<file path="src/rtl/window_buffer.sv">
// Streaming line buffer and sliding-window generator: turns a raster pixel stream
// into SIZE x SIZE windows tagged with their top-left coordinate.
module window_buffer #(
    parameter int SIZE  = 3,
    parameter int IMG_W = 16,
    parameter int IMG_H = 16,
    parameter int XW    = $clog2(IMG_W),
    parameter int YW    = $clog2(IMG_H)
) (
    input  logic                            clk,
    input  logic                            rst,
    input  logic [7:0]                      pix_in,
    input  logic                            pix_valid,
    output logic                            pix_ready,
    output logic [SIZE-1:0][SIZE-1:0][7:0]  window,
    output logic [XW-1:0]                   win_x,
    output logic [YW-1:0]                   win_y,
    output logic                            win_valid,
    input  logic                            win_ready,
    output logic                            frame_done
);

    localparam logic [XW-1:0] COL_LAST  = XW'(IMG_W - 1);
    localparam logic [YW-1:0] ROW_LAST  = YW'(IMG_H - 1);
    localparam logic [XW-1:0] COL_FIRST = XW'(SIZE - 1);
    localparam logic [YW-1:0] ROW_FIRST = YW'(SIZE - 1);

    logic [7:0]                     line_q [SIZE-1][IMG_W];
    logic [SIZE-1:0][SIZE-1:0][7:0] win_q, win_d;
    logic [SIZE-1:0][7:0]           newcol;
    logic [XW-1:0]                  col_q, col_d, win_x_q, win_x_d;
    logic [YW-1:0]                  row_q, row_d, win_y_q, win_y_d;
    logic                           win_valid_q, win_valid_d;
    logic                           frame_done_q, frame_done_d;
    logic                           accept, gen;

    assign pix_ready = !rst && !(win_valid_q && !win_ready);
    assign accept    = pix_valid && pix_ready;
    assign gen       = accept && (row_q >= ROW_FIRST) && (col_q >= COL_FIRST);

    // Line k holds row (cur_row-1-k); window row 0 is the oldest line.
    always_comb begin
        for (int unsigned r = 0; r < SIZE - 1; r++) begin
            newcol[r] = line_q[SIZE-2-r][col_q];
        end
        newcol[SIZE-1] = pix_in;
    end

    always_comb begin
        col_d        = col_q;
        row_d        = row_q;
        win_d        = win_q;
        win_x_d      = win_x_q;
        win_y_d      = win_y_q;
        win_valid_d  = win_valid_q;
        frame_done_d = frame_done_q;
        if (accept) begin
            if (col_q == COL_LAST) begin
                col_d = '0;
                row_d = (row_q == ROW_LAST) ? '0 : row_q + 1'b1;
            end else begin
                col_d = col_q + 1'b1;
            end
            for (int unsigned r = 0; r < SIZE; r++) begin
                for (int unsigned c = 0; c < SIZE - 1; c++) begin
                    win_d[r][c] = win_q[r][c+1];
                end
                win_d[r][SIZE-1] = newcol[r];
            end
            win_valid_d  = gen;
            frame_done_d = gen && (row_q == ROW_LAST) && (col_q == COL_LAST);
            if (gen) begin
                win_x_d = col_q - COL_FIRST;
                win_y_d = row_q - ROW_FIRST;
            end
        end else if (win_ready) begin
            win_valid_d = 1'b0;
        end
    end

    always_ff @(posedge clk) begin
        if (rst) begin
            col_q        <= '0;
            row_q        <= '0;
            win_q        <= '0;
            win_x_q      <= '0;
            win_y_q      <= '0;
            win_valid_q  <= 1'b0;
            frame_done_q <= 1'b0;
        end else begin
            col_q        <= col_d;
            row_q        <= row_d;
            win_q        <= win_d;
            win_x_q      <= win_x_d;
            win_y_q      <= win_y_d;
            win_valid_q  <= win_valid_d;
            frame_done_q <= frame_done_d;
        end
    end

    always_ff @(posedge clk) begin
        if (accept) begin
            line_q[0][col_q] <= pix_in;
            for (int unsigned k = 1; k < SIZE - 1; k++) begin
                line_q[k][col_q] <= line_q[k-1][col_q];
            end
        end
    end

    assign window     = win_q;
    assign win_x      = win_x_q;
    assign win_y      = win_y_q;
    assign win_valid  = win_valid_q;
    assign frame_done = frame_done_q;

endmodule

</file>
<file path="config.mk">
export PLATFORM = sky130hd
export DESIGN_NAME = window_buffer
export DESIGN_NICKNAME = d
export VERILOG_FILES = /design/src/rtl/window_buffer.sv
export SDC_FILE = /design/constraint.sdc
export NUM_CORES = 1
export LEC_CHECK = 0
export ABC_AREA = 1
export CAP_MARGIN = 5
export CORE_MARGIN = 2
export CORE_UTILIZATION = 30
export DETAILED_ROUTE_END_ITERATION = 12
export PLACE_DENSITY = 0.46
export SLEW_MARGIN = 5
export SYNTH_ARGS = -nofsm -noshare
export SYNTH_HDL_FRONTEND = slang
export SYNTH_SLANG_ARGS = --single-unit
</file>
<file path="constraint.sdc">
create_clock -name clk -period 2.9 [get_ports clk]
set_clock_uncertainty 0.2 [all_clocks]
set_input_delay 0.58 -clock clk [delete_from_list [all_inputs] [get_ports clk]]
set_output_delay 0.58 -clock clk [all_outputs]
set_load 0.05 [all_outputs]
</file>
======== Yosys cells after proc, flatten, opt, wreduce, memory -nomap -nowiden ========
Memory sizes are Yosys's and may differ from the RTL's.
Index checks and enable logic that the tools add are counted.
word-level totals
  memories ................................ 1
  logic and storage cells ................. 55
  input bits .............................. 12
  flip-flop bits (word level) ............. 90
  memory bits (writable) .................. 256
  output and inout bits ................... 83
  latch bits .............................. 0
  ROM bits ................................ 0
cells by class
  order comparisons ....................... 4
  add/subtract/negate cells ............... 4
  multiplexer cells ....................... 14
  bitwise logic cells ..................... 1
  multiply operators ...................... 0
  shift-type cells ........................ 0
  reductions and logical operators ........ 14
  equality and inequality tests ........... 2
  divide/modulo/power cells ............... 0
memories
  memory  words  width  rd ports  clocked after Yosys merged registers in  write ports  line  text
  line_q  2      128    2         0                                        2            28    logic [7:0] line_q [SIZE-1][IMG_W];
operators with widths
  operator                                                     number
  two-way mux 128 bit                                          1
  binary-select mux 8 bit (select 4 bit)                       2
  two-way mux 8 bit                                            5
  demux 8 bit (select 4 bit)                                   1
  adder 4 x 1 -> 4 bit (second input constant)                 2
  equality test 4 bit (second input constant)                  2
  >= comparator 4 x 2 -> 1 bit (second input constant)         2
  logical AND 1 bit                                            8
  two-way mux 4 bit                                            2
  subtractor 4 x 2 -> 4 bit (second input constant)            2
  >= comparator 5 bit (second input constant)                  1
  less-than comparator 5 x 1 -> 1 bit (second input constant)  1
  NOT 4 -> 5 bit                                               1
  AND reduction 2 bit                                          2
  zero test 1 bit                                              3
  two-way mux 1 bit                                            3
  nonzero test 2 bit                                           1

======== Depth between registers and ports, before layout ========
  depth in word-level cells ............... 9
  gate-level depth with buffers ........... 11
  mapped depth without buffers ............ 9

======== Least setup slack after synthesis ========
OpenSTA, ideal clock, no wires.
  path type ............................... input port to flip-flop
  start point ............................. input win_ready
  end point ............................... memory line_q[0][104] (netlist name) (enable)
  stages .................................. 7
  data required time ...................... 2.312 ns
  library setup time ...................... 0.388 ns
  arrival time ............................ 1.884 ns
  setup slack ............................. 0.427 ns
  cells stage by stage .................... inv_1 -> nand2_1 -> nand3_2 -> inv_2 -> buf_2 -> nand2_1 -> nor2_1
RTL lines
  element      line  text
  from (decl)  19    input logic win_ready,
  to (decl)    28

======== Final worst setup path ========
  start point ............................. register win_q (netlist bit window[47])
  end point ............................... output window[47] (netlist name)
RTL lines
  element                 line  text
  from (decl)             29    logic [SIZE-1:0][SIZE-1:0][7:0] win_q, win_d;
  from (signal assigned)  93    win_q <= win_d;
  to (decl)               15    output logic [SIZE-1:0][SIZE-1:0][7:0] window,
No word-level cell between the ends.

==> results.yml <==
status:
  outcome: "finished clean"
clock_tree:
  insertion_delay_ps: 550
  cts_setup_buffers: 0
  postCtsResizedCells: 0
  ctsHoldBuffers: 0
  cts-htree-levels: 2
  cts_tree: "yes"
  ctsRootBufferMaster: "clkbuf_16"
  cts.sinks: 346
  cts_buffers: 39
  clockBufferDepth: 3
  cts.reportedPaths.clkPinSlew_ps: 60
global_route:
  grtUsageTotal_pct: 15.57
  grt_max_degree: 113
  antenna_found_initial: 0
  grt_pass1_vias: 9564
  grt-ovfl-total: 0
  grt_pass1_wl_um: 58390
die:
  start_util_pct: 30.37
  io_pins: 95
  die_x_um: 220.9
  core_area_um2: 46460
  num_rows: 79
  dieHeight_um: 220.9
  die_area_um2: 48780
worst_setup_path:
  crit_fanout: 3
  path_buf_inv: 1
  crit_path_start_kind: "flip-flop"
  required_ps: 2120
  endpoint: "window[47]"
  critical_path_class: "reg2out"
  cp-startpoint: "window[47]"
  r2r_slack_ps: 460
  path_depth: 1
  path_cells: "clkdlybuf4s50_1"
  cp_top_family: "buffers and inverters"
  cp.arrival_ps: 1800
  r2r_cells: 8
  crit_slowest_cell: "clkdlybuf4s50_1"
  slowest_delay_ps: 850
  r2r_start: "col_q[0]"
  cp-end-kind: "primary output"
  r2r-end: "line_q[0][158]"
logic_synthesis:
  ys_seq_area_share_pct: 67.25
  synth_common_cells: "429 x nand2_1, 256 x edfxtp_1, 158 x inv_1"
  synth_cell_types: 25
  synth_edf_count: 256
  yosys_register_bits: 346
  synth_area_leaders: "edfxtp_1 54%, dfxtp_1 13%, nand2_1 11%"
  synth_top_area_cell: "edfxtp_1"
  yosysTopAreaCellShare_pct: 54.48
  synth_area_um2: 14110
  syn_inst: 1425
  syn_nets: 1447
  synthArstFlopShare_pct: 0
  synth_area_per_cell_um2: 9.902
  yosysWarnings: 0
  synthFlopType: "edfxtp_1"
  synth.most_common_cell: "nand2_1"
timing:
  post-route-min-period_ps: 2581
  fin_crit_sh_pct: 89.00
  timing.hold.ws_ps: 260.4
  worst_pin_slew_ps: 836.2
  fmax_mhz: 387.5
  relSlewSlack_pct: 44.08
  slew_viol_final: 0
  final.setup.tns_ps: 0
  rsz0062_at_grt: "no"
  hold_violations: 0
  setup_violations: 0
route:
  drc_errors: 0
  final_antenna_net_count: 0
  num_vias: 9794
  first_pass_iters: 5
  detail_route.wl_per_cell_um: 17.38
  wl_um: 38130
  drt_iter0_markers: 805
  via_per_inst: 4.464
hold_path:
  hold_path.class: "reg2reg"
cells_and_area:
  finalNetCount: 1578
  seqCellArea_um2: 9494
  multi_input_area_um2: 3689
  num_antenna_cells: 0
  drive_gt1_share_pct: 10.40
  fill_cells: 4637
  areaGrowthSynthToFinish_pct: 23.67
run:
  cap_violations: 0
pwr:
  max-vdd-ir-drop_uv: 409.6
  cellLeakagePower_nw: 7.014
  power_density_nw_per_um2: 658.1
place:
  hpwl_um: 25160
  globalplace.congestion: 0.7888
  io_buffers: 94
-- flip-flops by register name, summed over array words and instances (netlist names) --
register	flops
col_q	4
frame_done	1
line_q	256
row_q	4
win_valid	1
win_x	4
win_y	4
window	72
-- layout by cell type, fill, tap and decap left out, types with 8 or more instances in the layout --
master / instances
a21oi_1: 33
o21ai_1: 19
edfxtp_1: 256
nand3_1: 133
buf_4: 54
ha_1: 10
clkbuf_16: 42
nor2_2: 18
inv_1: 158
o21ai_0: 78
clkinv_2: 9
dfxtp_1: 88
inv_2: 9
nand4_1: 8
clkdlybuf4s50_1: 93
nor2_1: 100
buf_12: 14
nand2_1: 429
-- power by group --
part / total (W) / internal [W] / switching (W)
registers: 0.00551 / 0.00545 / 0.0000602
clock network: 0.00483 / 0.00281 / 0.00201
logic: 0.00114 / 0.000331 / 0.000814
total: 0.0115 / 0.00859 / 0.00289
-- metal layers --
metal / vias to the layer above / GRT usage, % / part of all wire [%]
li1: 4913 / - / -
met1: 4617 / 22.07 / 49
met2: 209 / 24.49 / 44
met3: 55 / 2.430 / 4.2
met4: 0 / 4.871 / 2.1
met5: - / 0 / 0
-- layout make-up --
type                    count  area share, %
multi-input cells         840          21.14
clock inverters            21         0.8174
flip-flops and latches    346          54.41
clock buffers              51          6.389
well taps                 607          4.353
inverters                 168          3.628
repair buffers            161          9.264
-- logic make-up (layout without fill, tap and decap cells) --
family          Yosys count  count (layout)  share of synthesized area (%)
compound gates          130             130                          4.611
xor+xnor                  2               2                         0.1242
fa+ha+maj                10              10                         0.8868
buf+inv                 239             401                          6.926
flops                   346             346                          67.25
simple gates            698             698                          20.20
-- per-stage QoR --
stage               total power, W  setup WS [ps]  instances  cell area, um^2  util [%]
finish                     0.01148          319.0       2194            17450     37.56
global route               0.01191          259.3       2194            17450     37.56
CTS                        0.01164          251.7       2194            17450     37.56
detailed placement        0.006781          88.21       2122            16190     34.85
global placement          0.006774          125.1       2122            16190     34.85
floorplan                 0.006278          427.5       1425            14110         -
-- worst reg2reg max path: stages (launching register included) --
cell and delay (ps):
dfxtp_4 440, inv_4 350, buf_4 520, nand2_1 100, nand3_1 80, nand2_1 60, nand2_1 80, nand4_1 100
buf_4 220
-- worst min-delay path by stage --
| stage | slack, ps | depth (start not counted) | startpoint | endpoint |
|---|---|---|---|---|
| after floorplan | 280 | 2 | row_q[0] | row_q[0] |
| after global placement | 250 | 2 | window[67] | window[67] |
| after detailed placement | 250 | 2 | window[34] | window[34] |
| after CTS | 260 | 2 | window[34] | window[34] |
| final | 260 | 2 | window[34] | window[34] |
| after global routing | 280 | 2 | window[51] | window[51] |
No activity file was read; power rests on OpenSTA's default activity.
==> edit (same settings) <==
Change the parameter `IMG_W` from 16 to 32.
--- a/src/rtl/window_buffer.sv
+++ b/src/rtl/window_buffer.sv
@@ -2,7 +2,7 @@
 // into SIZE x SIZE windows tagged with their top-left coordinate.
 module window_buffer #(
     parameter int SIZE  = 3,
-    parameter int IMG_W = 16,
+    parameter int IMG_W = 32,
     parameter int IMG_H = 16,
     parameter int XW    = $clog2(IMG_W),
     parameter int YW    = $clog2(IMG_H)
Interface: changed (resized win_x); port bits go from 95 to 96. No check against the original RTL was run, so the function may have changed too.
==> edit against the unedited design <==
  * Routed wire length grew 96%
  * Synthesized area grew 84%
  * Utilization decreased by 1.2 points
  * Sequential cell count grew 258
  * Combinational power is 73% higher
  * Cell area grew 78%
  * Sequential power up 76%
  * Setup slack lost 60 ps
  * Clock power rose by 72%
  * Largest cell class unchanged
  * Total power is 74% higher
==> edit: results (changes against the unedited design) <==
Run status
  – Status: finished, final reports clean

STA
  – Max-slew headroom: 0.4441 (+0.003315)
  – Worst hold slack: 263.5 ps (+3.071 ps)
  – Setup slack after layout: 259.1 ps (-59.90 ps)

Cells and area
  – Share of cells above drive strength 1: 0.08011 (-0.02386)
  – Clock-cell share: 0.06874 (-0.003322)
  – Multi-input logic portion of the cell area: 0.1976 (-0.01383)
  – Clock buffer count: 92 (+80%)
  – Number of multi-input logic gates: 1447 (+72%)
  – Signal buffers: 207 (+29%)
  – Non-clk buf share: 0.07217 (-0.02047)
  – Register area: 17220 um^2 (+81%)
  – Largest register FFs: 512 (+100%)
  – Final cell count without fillers: 4016 (+83%)
  – # fillers: 8727 (+88%)
  – Ant. Diodes: 1 (+1)
  – Inverters: 496 (+200%)
  – # nets final: 2846 (+80%)

Yosys
  – Flops & latches, synth: 604 (+75%)
  – Mean Syn Cell Area: 9.715 um^2 (-1.9%)
  – Register area share after synthesis: 0.6645 (-0.008042)
  – Netlist cell types: 24 (-4.0%)
  – EDFF count, synth: 512 (+100%)
  – Commonest cells post-synth: nand2_1 (932), edfxtp_1 (512), inv_1 (489)
  – Top post-synthesis cells by area: edfxtp_1 (59%), nand2_1 (14%), dfxtp_1 (7.1%)
  – Syn Nets: 2690 (+86%)

GRT
  – Gr usage total: 0.1680 (+0.01233)
  – Antenna violations before repair: 5 (+5)
  – Vias in the first global route: 17760 (+86%)
  – Wire length of the first global-routing pass: 110500 um (+89%)

Place
  – Post-DP HPWL: 48270 um (+92%)
  – RD Place Congestion: 0.8205 (+4.0%)
  – Post-Place Cells: 3898 (+84%)
  – IO buf count: 95 (+1.1%)
  – Place WS: 239.1 ps (+150.9 ps)

Drt
  – Wl on met1: 30960 um (+65%)
  – Met2 wire length: 37830 um (+120%)
  – Met3 wire length: 3499 um (+120%)
  – Top routing layer in use: met5
  – DR vias/cell: 4.428 (-0.80%)
  – DRT iter0 DRCs: 1344 (+67%)

Setup path
  – CP Data Arrival Time: 1860 ps (+60 ps)
  – Register-to-register setup slack: 340 ps (-120 ps)

Power
  – Leakage: 13.29 nW (+89%)
  – Maximum VDD drop: 0.0004402 V (+7.5%)

CTS
  – Clock network latency to the later pin of the worst-skew pair: 600 ps (+50 ps)
  – Post-CTS setup buffers: 0 (unchanged)
  – Num CTS Buffers: 67 (+72%)
  – H-tree depth: 3 (+1)
## edit: changes by cell type after synthesis, sizes merged, moves of 4 or more
cell	before	now
o21ai	97	59
clkbuf	16	22
inv	168	496
nand3	134	301
nand4	8	0
nor3	3	7
edfxtp	256	512
nor2	119	93
buf	55	98
nand2	432	935
## edit: per-stage QoR
stage	TNS [ps]	cell area, um^2
final	0	31030
after global placement	0	28900
after floorplan	-4429	25910
after CTS	0	31030
after detailed placement	0	28900
after global routing	0	31030
## edit: cell families (layout without fill, tap and decap cells)
kind of cell             Yosys count  after routing  share of synthesized area
flip-flops                       604            604                     0.6645
AND/OR/NAND/NOR                 1338           1338                     0.2107
adder cells (fa/ha/maj)           11             11                   0.005312
other                              0              1                          0
XOR/XNOR                           4              4                   0.001352
AO/OA/AOI/OAI                     94             94                    0.01816
buffers and inverters            616            820                    0.09996
## edit: path summary, 6_finish.rpt
kind / startpoint / cells after the start / end
worst max register to register: col_q[0] / 10 / line_q[0][306]
worst min register to register: window[53] / 2 / window[53]
worst max-delay path: window[59] / 1 / window[59]
worst min-delay path: window[53] / 2 / window[53]
## edit: worst reg2reg max path: stages (launching register included)
cell and delay (ps):
dfxtp_4 390, inv_8 260, buf_12 270, nand2_1 110, nand3_1 70, nand2_1 70, nand2_1 120, nand2_1 100
nor2_1 180, nand2_1 200, buf_4 280
## edit: metal layers
layer / vias to the layer above / track usage
met5: - / 0
met4: 2 / 0.05552
met3: 130 / 0.02581
met2: 395 / 0.3004
met1: 8532 / 0.2064
li1: 8725 / -
## edit: power breakdown
group / internal, W / switching, W / leakage, nW
combinational: 0.000520 / 0.00145 / 6.89
sequential: 0.00964 / 0.0000694 / 5.36
clock: 0.00494 / 0.00338 / 1.03
